===== config.mk =====
export PLATFORM = sky130hd
export DESIGN_NAME = fluxo_dados_rodadas
export DESIGN_NICKNAME = d
export VERILOG_FILES = /design/src/rtl/fluxo_jogo_pkg.sv /design/src/rtl/gerador_alvo_lfsr.sv /design/src/rtl/fluxo_dados_rodadas.sv
export SDC_FILE = /design/constraint.sdc
export NUM_CORES = 1
export LEC_CHECK = 0
export CAP_MARGIN = 40
export CORE_MARGIN = 4
export CORE_UTILIZATION = 40
export CTS_BUF_LIST = sky130_fd_sc_hd__clkbuf_2
export DETAILED_ROUTE_END_ITERATION = 10
export GPL_TIMING_DRIVEN = 0
export MAX_ROUTING_LAYER = met4
export PLACE_DENSITY = 0.64
export SLEW_MARGIN = 15
export SYNTH_ARGS = -nofsm -noshare
export SYNTH_HDL_FRONTEND = slang
export SYNTH_SLANG_ARGS = --single-unit

===== constraint.sdc =====
create_clock -name clock -period 6 [get_ports clock]
set_input_delay 1.5 -clock clock [delete_from_list [all_inputs] [get_ports clock]]
set_output_delay 1.5 -clock clock [all_outputs]
set_load 0.05 [all_outputs]

===== src/rtl/fluxo_jogo_pkg.sv =====
// Shared types and constants for the round-based chess-move trainer datapath.
package fluxo_jogo_pkg;

    typedef enum logic [2:0] {
        OCIOSO    = 3'd0,
        PREPARA   = 3'd1,
        ESPERA    = 3'd2,
        COMPARA   = 3'd3,
        RESULTADO = 3'd4,
        FIM       = 3'd5
    } estado_t;

    localparam int unsigned LFSR_W    = 16;
    localparam logic [15:0] LFSR_SEED = 16'hACE1;
    // Taps 16,14,13,11 expressed as bit positions 15,13,12,10.
    localparam logic [15:0] LFSR_TAPS = 16'hB400;

    // One step of the Fibonacci LFSR: shift left, feedback into bit 0.
    function automatic logic [15:0] lfsr_next(input logic [15:0] s);
        return {s[14:0], ^(s & LFSR_TAPS)};
    endfunction

endpackage


===== src/rtl/gerador_alvo_lfsr.sv =====
// Target-square generator: free-running LFSR, reduction to the board, and
// a nudge of the column so the same square never comes up twice in a row.
module gerador_alvo_lfsr
    import fluxo_jogo_pkg::*;
#(
    parameter int unsigned COORD_W    = 4,
    parameter int unsigned BOARD_SIZE = 8
) (
    input  logic               clock,
    input  logic               reset,
    input  logic               carrega,
    output logic [COORD_W-1:0] linha,
    output logic [COORD_W-1:0] coluna
);

    localparam logic [COORD_W-1:0] MASCARA = COORD_W'(BOARD_SIZE - 1);

    logic [LFSR_W-1:0]  lfsr_q, lfsr_d;
    logic [COORD_W-1:0] linha_q, linha_d;
    logic [COORD_W-1:0] coluna_q, coluna_d;
    logic [COORD_W-1:0] linha_nova_c, coluna_nova_c;

    // Next LFSR value and candidate target with repeat avoidance.
    always_comb begin
        lfsr_d        = lfsr_next(lfsr_q);
        linha_d       = linha_q;
        coluna_d      = coluna_q;
        linha_nova_c  = lfsr_q[COORD_W-1:0] & MASCARA;
        coluna_nova_c = lfsr_q[2*COORD_W-1:COORD_W] & MASCARA;
        if (carrega) begin
            linha_d  = linha_nova_c;
            coluna_d = coluna_nova_c;
            if (linha_nova_c == linha_q && coluna_nova_c == coluna_q) begin
                coluna_d = (coluna_nova_c + COORD_W'(1)) & MASCARA;
            end
        end
    end

    // LFSR and target registers.
    always_ff @(posedge clock) begin
        if (reset) begin
            lfsr_q   <= LFSR_SEED;
            linha_q  <= '0;
            coluna_q <= '0;
        end else begin
            lfsr_q   <= lfsr_d;
            linha_q  <= linha_d;
            coluna_q <= coluna_d;
        end
    end

    assign linha  = linha_q;
    assign coluna = coluna_q;

endmodule


===== src/rtl/fluxo_dados_rodadas.sv =====
// Round-based game datapath and controller for the chess-move trainer.
// Optional macro BONUS_TEMPO_EN: fast hits (timer above 3/4 of the round) score 2.
module fluxo_dados_rodadas
    import fluxo_jogo_pkg::*;
#(
    parameter int unsigned COORD_W    = 4,
    parameter int unsigned BOARD_SIZE = 8,
    parameter int unsigned TIMER_MAX  = 30000,
    parameter int unsigned TIMER_W    = 15,
    parameter int unsigned SCORE_W    = 8,
    parameter int unsigned MAX_ERROS  = 3,
    parameter int unsigned ROUNDS     = 16
) (
    input  logic                           clock,
    input  logic                           reset,
    input  logic                           iniciar,
    input  logic [COORD_W-1:0]             jogadaLinha,
    input  logic [COORD_W-1:0]             jogadaColuna,
    input  logic                           temJogada,
    output logic [COORD_W-1:0]             linhaEsperada,
    output logic [COORD_W-1:0]             colunaEsperada,
    output logic [SCORE_W-1:0]             pontos,
    output logic [$clog2(MAX_ERROS+1)-1:0] erros,
    output logic [$clog2(ROUNDS+1)-1:0]    rodada,
    output logic                           acertou,
    output logic                           errou,
    output logic                           timeout,
    output logic                           jogando,
    output logic                           fim_jogo,
    output logic [COORD_W-1:0]             db_linha,
    output logic [COORD_W-1:0]             db_coluna,
    output logic [2:0]                     db_estado
);

    localparam int unsigned ERR_W  = $clog2(MAX_ERROS + 1);
    localparam int unsigned ROD_W  = $clog2(ROUNDS + 1);
    localparam int unsigned SOMA_W = SCORE_W + 1;
    localparam logic [SCORE_W-1:0] PONTOS_MAX = '1;

    estado_t            estado_q, estado_d;
    logic [TIMER_W-1:0] timer_q, timer_d;
    logic [SCORE_W-1:0] pontos_q, pontos_d;
    logic [ERR_W-1:0]   erros_q, erros_d;
    logic [ROD_W-1:0]   rodada_q, rodada_d;
    logic [COORD_W-1:0] mov_linha_q, mov_linha_d;
    logic [COORD_W-1:0] mov_coluna_q, mov_coluna_d;
    logic               tem_ant_q, tem_ant_d;
    logic               acertou_q, acertou_d;
    logic               errou_q, errou_d;
    logic               timeout_q, timeout_d;
    logic               jogando_q, jogando_d;
    logic               fim_q, fim_d;

    logic               carrega_c;
    logic               borda_c;
    logic               acerto_c;
    logic [SOMA_W-1:0]  soma_c;
    logic [SCORE_W-1:0] pontos_sat_c;

    gerador_alvo_lfsr #(
        .COORD_W    (COORD_W),
        .BOARD_SIZE (BOARD_SIZE)
    ) u_gerador (
        .clock   (clock),
        .reset   (reset),
        .carrega (carrega_c),
        .linha   (linhaEsperada),
        .coluna  (colunaEsperada)
    );

    assign borda_c  = temJogada & ~tem_ant_q;
    assign acerto_c = (mov_linha_q == linhaEsperada) && (mov_coluna_q == colunaEsperada);

`ifdef BONUS_TEMPO_EN
    localparam logic [TIMER_W-1:0] LIMIAR_BONUS = TIMER_W'(3 * TIMER_MAX / 4);
    // Timer still holds its value from the capture cycle while in COMPARA.
    assign soma_c = {1'b0, pontos_q} +
                    ((timer_q > LIMIAR_BONUS) ? SOMA_W'(2) : SOMA_W'(1));
`else
    assign soma_c = {1'b0, pontos_q} + SOMA_W'(1);
`endif
    assign pontos_sat_c = soma_c[SOMA_W-1] ? PONTOS_MAX : soma_c[SCORE_W-1:0];

    // Next-state and datapath update logic.
    always_comb begin
        estado_d     = estado_q;
        timer_d      = timer_q;
        pontos_d     = pontos_q;
        erros_d      = erros_q;
        rodada_d     = rodada_q;
        mov_linha_d  = mov_linha_q;
        mov_coluna_d = mov_coluna_q;
        tem_ant_d    = temJogada;
        acertou_d    = 1'b0;
        errou_d      = 1'b0;
        timeout_d    = 1'b0;
        carrega_c    = 1'b0;
        case (estado_q)
            OCIOSO: begin
                if (iniciar) begin
                    pontos_d     = '0;
                    erros_d      = '0;
                    rodada_d     = '0;
                    mov_linha_d  = '0;
                    mov_coluna_d = '0;
                    estado_d     = PREPARA;
                end
            end
            PREPARA: begin
                carrega_c = 1'b1;
                timer_d   = TIMER_W'(TIMER_MAX - 1);
                estado_d  = ESPERA;
            end
            ESPERA: begin
                if (borda_c) begin
                    mov_linha_d  = jogadaLinha;
                    mov_coluna_d = jogadaColuna;
                    estado_d     = COMPARA;
                end else if (timer_q == '0) begin
                    timeout_d = 1'b1;
                    erros_d   = erros_q + ERR_W'(1);
                    estado_d  = RESULTADO;
                end else begin
                    timer_d = timer_q - TIMER_W'(1);
                end
            end
            COMPARA: begin
                if (acerto_c) begin
                    acertou_d = 1'b1;
                    pontos_d  = pontos_sat_c;
                end else begin
                    errou_d = 1'b1;
                    erros_d = erros_q + ERR_W'(1);
                end
                estado_d = RESULTADO;
            end
            RESULTADO: begin
                rodada_d = rodada_q + ROD_W'(1);
                if (erros_q == ERR_W'(MAX_ERROS) || rodada_d == ROD_W'(ROUNDS)) begin
                    estado_d = FIM;
                end else begin
                    estado_d = PREPARA;
                end
            end
            FIM: begin
                if (iniciar) begin
                    estado_d = OCIOSO;
                end
            end
            default: estado_d = OCIOSO;
        endcase
        jogando_d = (estado_d == PREPARA) || (estado_d == ESPERA) ||
                    (estado_d == COMPARA) || (estado_d == RESULTADO);
        fim_d     = (estado_d == FIM);
    end

    // State and datapath registers.
    always_ff @(posedge clock) begin
        if (reset) begin
            estado_q     <= OCIOSO;
            timer_q      <= '0;
            pontos_q     <= '0;
            erros_q      <= '0;
            rodada_q     <= '0;
            mov_linha_q  <= '0;
            mov_coluna_q <= '0;
            tem_ant_q    <= 1'b0;
            acertou_q    <= 1'b0;
            errou_q      <= 1'b0;
            timeout_q    <= 1'b0;
            jogando_q    <= 1'b0;
            fim_q        <= 1'b0;
        end else begin
            estado_q     <= estado_d;
            timer_q      <= timer_d;
            pontos_q     <= pontos_d;
            erros_q      <= erros_d;
            rodada_q     <= rodada_d;
            mov_linha_q  <= mov_linha_d;
            mov_coluna_q <= mov_coluna_d;
            tem_ant_q    <= tem_ant_d;
            acertou_q    <= acertou_d;
            errou_q      <= errou_d;
            timeout_q    <= timeout_d;
            jogando_q    <= jogando_d;
            fim_q        <= fim_d;
        end
    end

    assign pontos    = pontos_q;
    assign erros     = erros_q;
    assign rodada    = rodada_q;
    assign acertou   = acertou_q;
    assign errou     = errou_q;
    assign timeout   = timeout_q;
    assign jogando   = jogando_q;
    assign fim_jogo  = fim_q;
    assign db_linha  = mov_linha_q;
    assign db_coluna = mov_coluna_q;
    assign db_estado = estado_q;

endmodule


==> metrics.txt <==
status complete, no violations; total track usage 16.7%; Critical Path RT 4.50 ns; fin crit share 56.8%; Final Non-Filler Cells 523; reg2reg setup slack 3.46 ns; leading area contributor after synthesis dfxtp_1; Max transition margin 43.7%; area share of the largest cell type after synthesis 43.9%; Final setup viols 0; crit-path cells clkdlybuf4s50_1; final period demand of the worst path 3.41 ns; GP Congestion 0.803; sw power ~400 uW; Sw Share 35.7%; PwrDens 289 nW/um^2; Die X 96.7 um; skew final 0.0173 ns; wire length of the first global-routing pass ~13 mm; Fmax 293 MHz; Max-Cap Viols 0; Post-synth top flop dfxtp_1; DRT Wirelength 7.35 mm; Max VDD drop 204 uV; Bufs on Longest Clock Path 2; global route overflow 0; min-delay src u_gerador.lfsr_q[14]; drt first pass iters 4; buffers plus inverters on the worst setup path 1; CP endpoint kind primary output; post-layout util 50.5%; post-cts resize count 0; WL per Instance between 10 and 15 um; Tot Pwr 1.12 mW; critical path class register to primary output; CTS Hold Bufs 0; Slew Viols, Final 0; YS warnings 0; Seq pwr share 47.3%; Logic pwr share 28.2%; Mapped Area 3150 sq um; slowest stage delay, CP 0.87 ns; worst skew pair latency 0.51 ns; setup TNS 0 ns; critical path peak fanout 9; Cell Int Power 721 uW; pin count of the biggest net entering global routing 14; Yosys cell types 55; I/O Buffers 48; I/O pins 51; share of the yosys chip area belonging to registers between 40 and 50%; postcts setup bufs 0; endpoints failing hold 0; RSZ-0062 raised after global routing false; initial antenna violation count 0; Worst-path clk slew roughly 0.21 ns; leading post-synthesis cells by cell area dfxtp_1 44%, a21oi_1 5.7%, xnor2_1 3.6%, nor2_1 3.1%, nand3_1 2.7%; crit path launch type register; Leak 1.41 nW; core area 7690 sq um; proportion of layout cells with a drive suffix above 1 9.74%; 1st-iter DRT viols 116; ANT nets after route 0; Synth Instances 356; Yosys reg bits 69; cts bufs inserted 9; CP top delay family buffers and inverters; Layout area overhead 23.3%; # diodes 0; Initial Utilization 41.0%; Vias 2785; most common cell in the netlist dfxtp_1; reg2reg start db_estado[0]; clock share of power 24.5%; row count 32; Die Y 96.7 um; Setup crit start db_estado[1]; DPL Wire Length 5.50 mm; CTS sink cnt 69; Post-synth EDFFs 0; Hold Crit Class register to register; Clock Tree Root clkbuf_2; Slew @ Worst Pin 0.842 ns; CTS tree done; H-tree depth 3; Placed Cells just over 500; mean post-synth cell area 8.84 sq um; nets@finish roughly 430; drc violations 0; Via density 5.33; die area ~9400 sq um; Post-synth top cells 69 x dfxtp_1, 36 x a21oi_1, 26 x nor2_1, 20 x nand2_1, 17 x nand3_1; post-synthesis async set-or-reset flop share 0%; Worst Path Arrival 1.91 ns; vias in the first global route roughly 2700; Worst path slowest cell clkdlybuf4s50_1
[worst paths after layout]
path / to / cells past startpoint
worst max-delay path: db_estado[1] / 1
worst min-delay path: u_gerador.lfsr_q[15] / 1
worst min register to register: u_gerador.lfsr_q[15] / 1
worst max register to register: timer_q[14] / 5
[layer usage]
metal / track usage [%] / vias to the layer above / wire length, um
li1: - / 1407 / -
met3: 4.33 / 4 / 394
met5: - / - / 0
met2: 26.1 / 57 / 3520
met4: 5.08 / 0 / 41
met1: 21.4 / 1317 / 3390
[flip-flops by register name (all words and copies together), names as in the netlist]
| signal | count |
|---|---|
| u_gerador.lfsr_q | 16 |
| timer_q | 15 |
| pontos | 8 |
| rodada | 5 |
| db_coluna | 4 |
| db_linha | 4 |
| db_estado | 3 |
| u_gerador.coluna | 3 |
| u_gerador.linha | 3 |
| erros | 2 |
| acertou | 1 |
| errou | 1 |
| fim_jogo | 1 |
| jogando | 1 |
| tem_ant_q | 1 |
| timeout | 1 |
[cell usage in the layout (no fill, tap or decap), types with 6 or more instances in the layout]
| master | Yosys | routed |
|---|---|---|
| a21oi_1 | 36 | 36 |
| clkbuf_1 | 11 | 11 |
| clkbuf_2 | 0 | 9 |
| clkdlybuf4s50_1 | 0 | 48 |
| dfxtp_1 | 69 | 69 |
| nand2_1 | 20 | 20 |
| nand2b_1 | 6 | 6 |
| nand3_1 | 17 | 17 |
| nor2_1 | 26 | 26 |
| nor2b_1 | 12 | 12 |
| nor3_1 | 8 | 8 |
| nor4_1 | 6 | 6 |
| o21ai_0 | 14 | 14 |
| o31ai_1 | 7 | 7 |
| or2_2 | 11 | 11 |
| or3_1 | 10 | 10 |
| or4_1 | 6 | 6 |
| xnor2_1 | 13 | 13 |
| xor2_1 | 8 | 8 |
[power groups by stage]
stage               Combinational (mW)  Sequential (mW)  Clock (mW)
floorplan                        0.202            0.569           0
global placement                 0.312            0.539           0
detailed placement               0.316            0.539           0
CTS                              0.318            0.530       0.281
global route                     0.349            0.537       0.304
finish                           0.317            0.530       0.275
[logic make-up (layout without fill, tap and decap cells)]
family          count (synthesis)  after routing  share of synthesized area [%]
compound gates                 84             84                           16.6
xor+xnor                       21             21                           5.84
fa+ha+maj                       5              5                           1.99
buf+inv                        23             87                           3.06
flops                          69             69                           43.9
mux                             3              3                          0.954
other cells                     1              2                          0.119
simple gates                  150            150                           27.5
[metrics by stage]
step           hold slack, ns  cell area [sq um]  setup WS, ns
2_1_floorplan           0.389               3150          3.16
3_3_place_gp            0.401               3760          2.38
3_5_place_dp            0.401               3760          2.34
4_1_cts                 0.454               3880          2.55
5_1_grt                 0.475               3880          2.49
6_report                0.447               3880          2.59
[cell type report]
cell class / instances / area [sq um]
fill: 742 / 3810
multi-input combinational: 265 / 1670
sequential: 69 / 1380
timing repair buffer: 48 / 480
tap: 102 / 128
buffer: 18 / 77.6
clock inverter: 7 / 75.1
clock buffer: 9 / 45.0
inverter: 5 / 18.8
No activity file was read; power rests on OpenSTA's default activity.
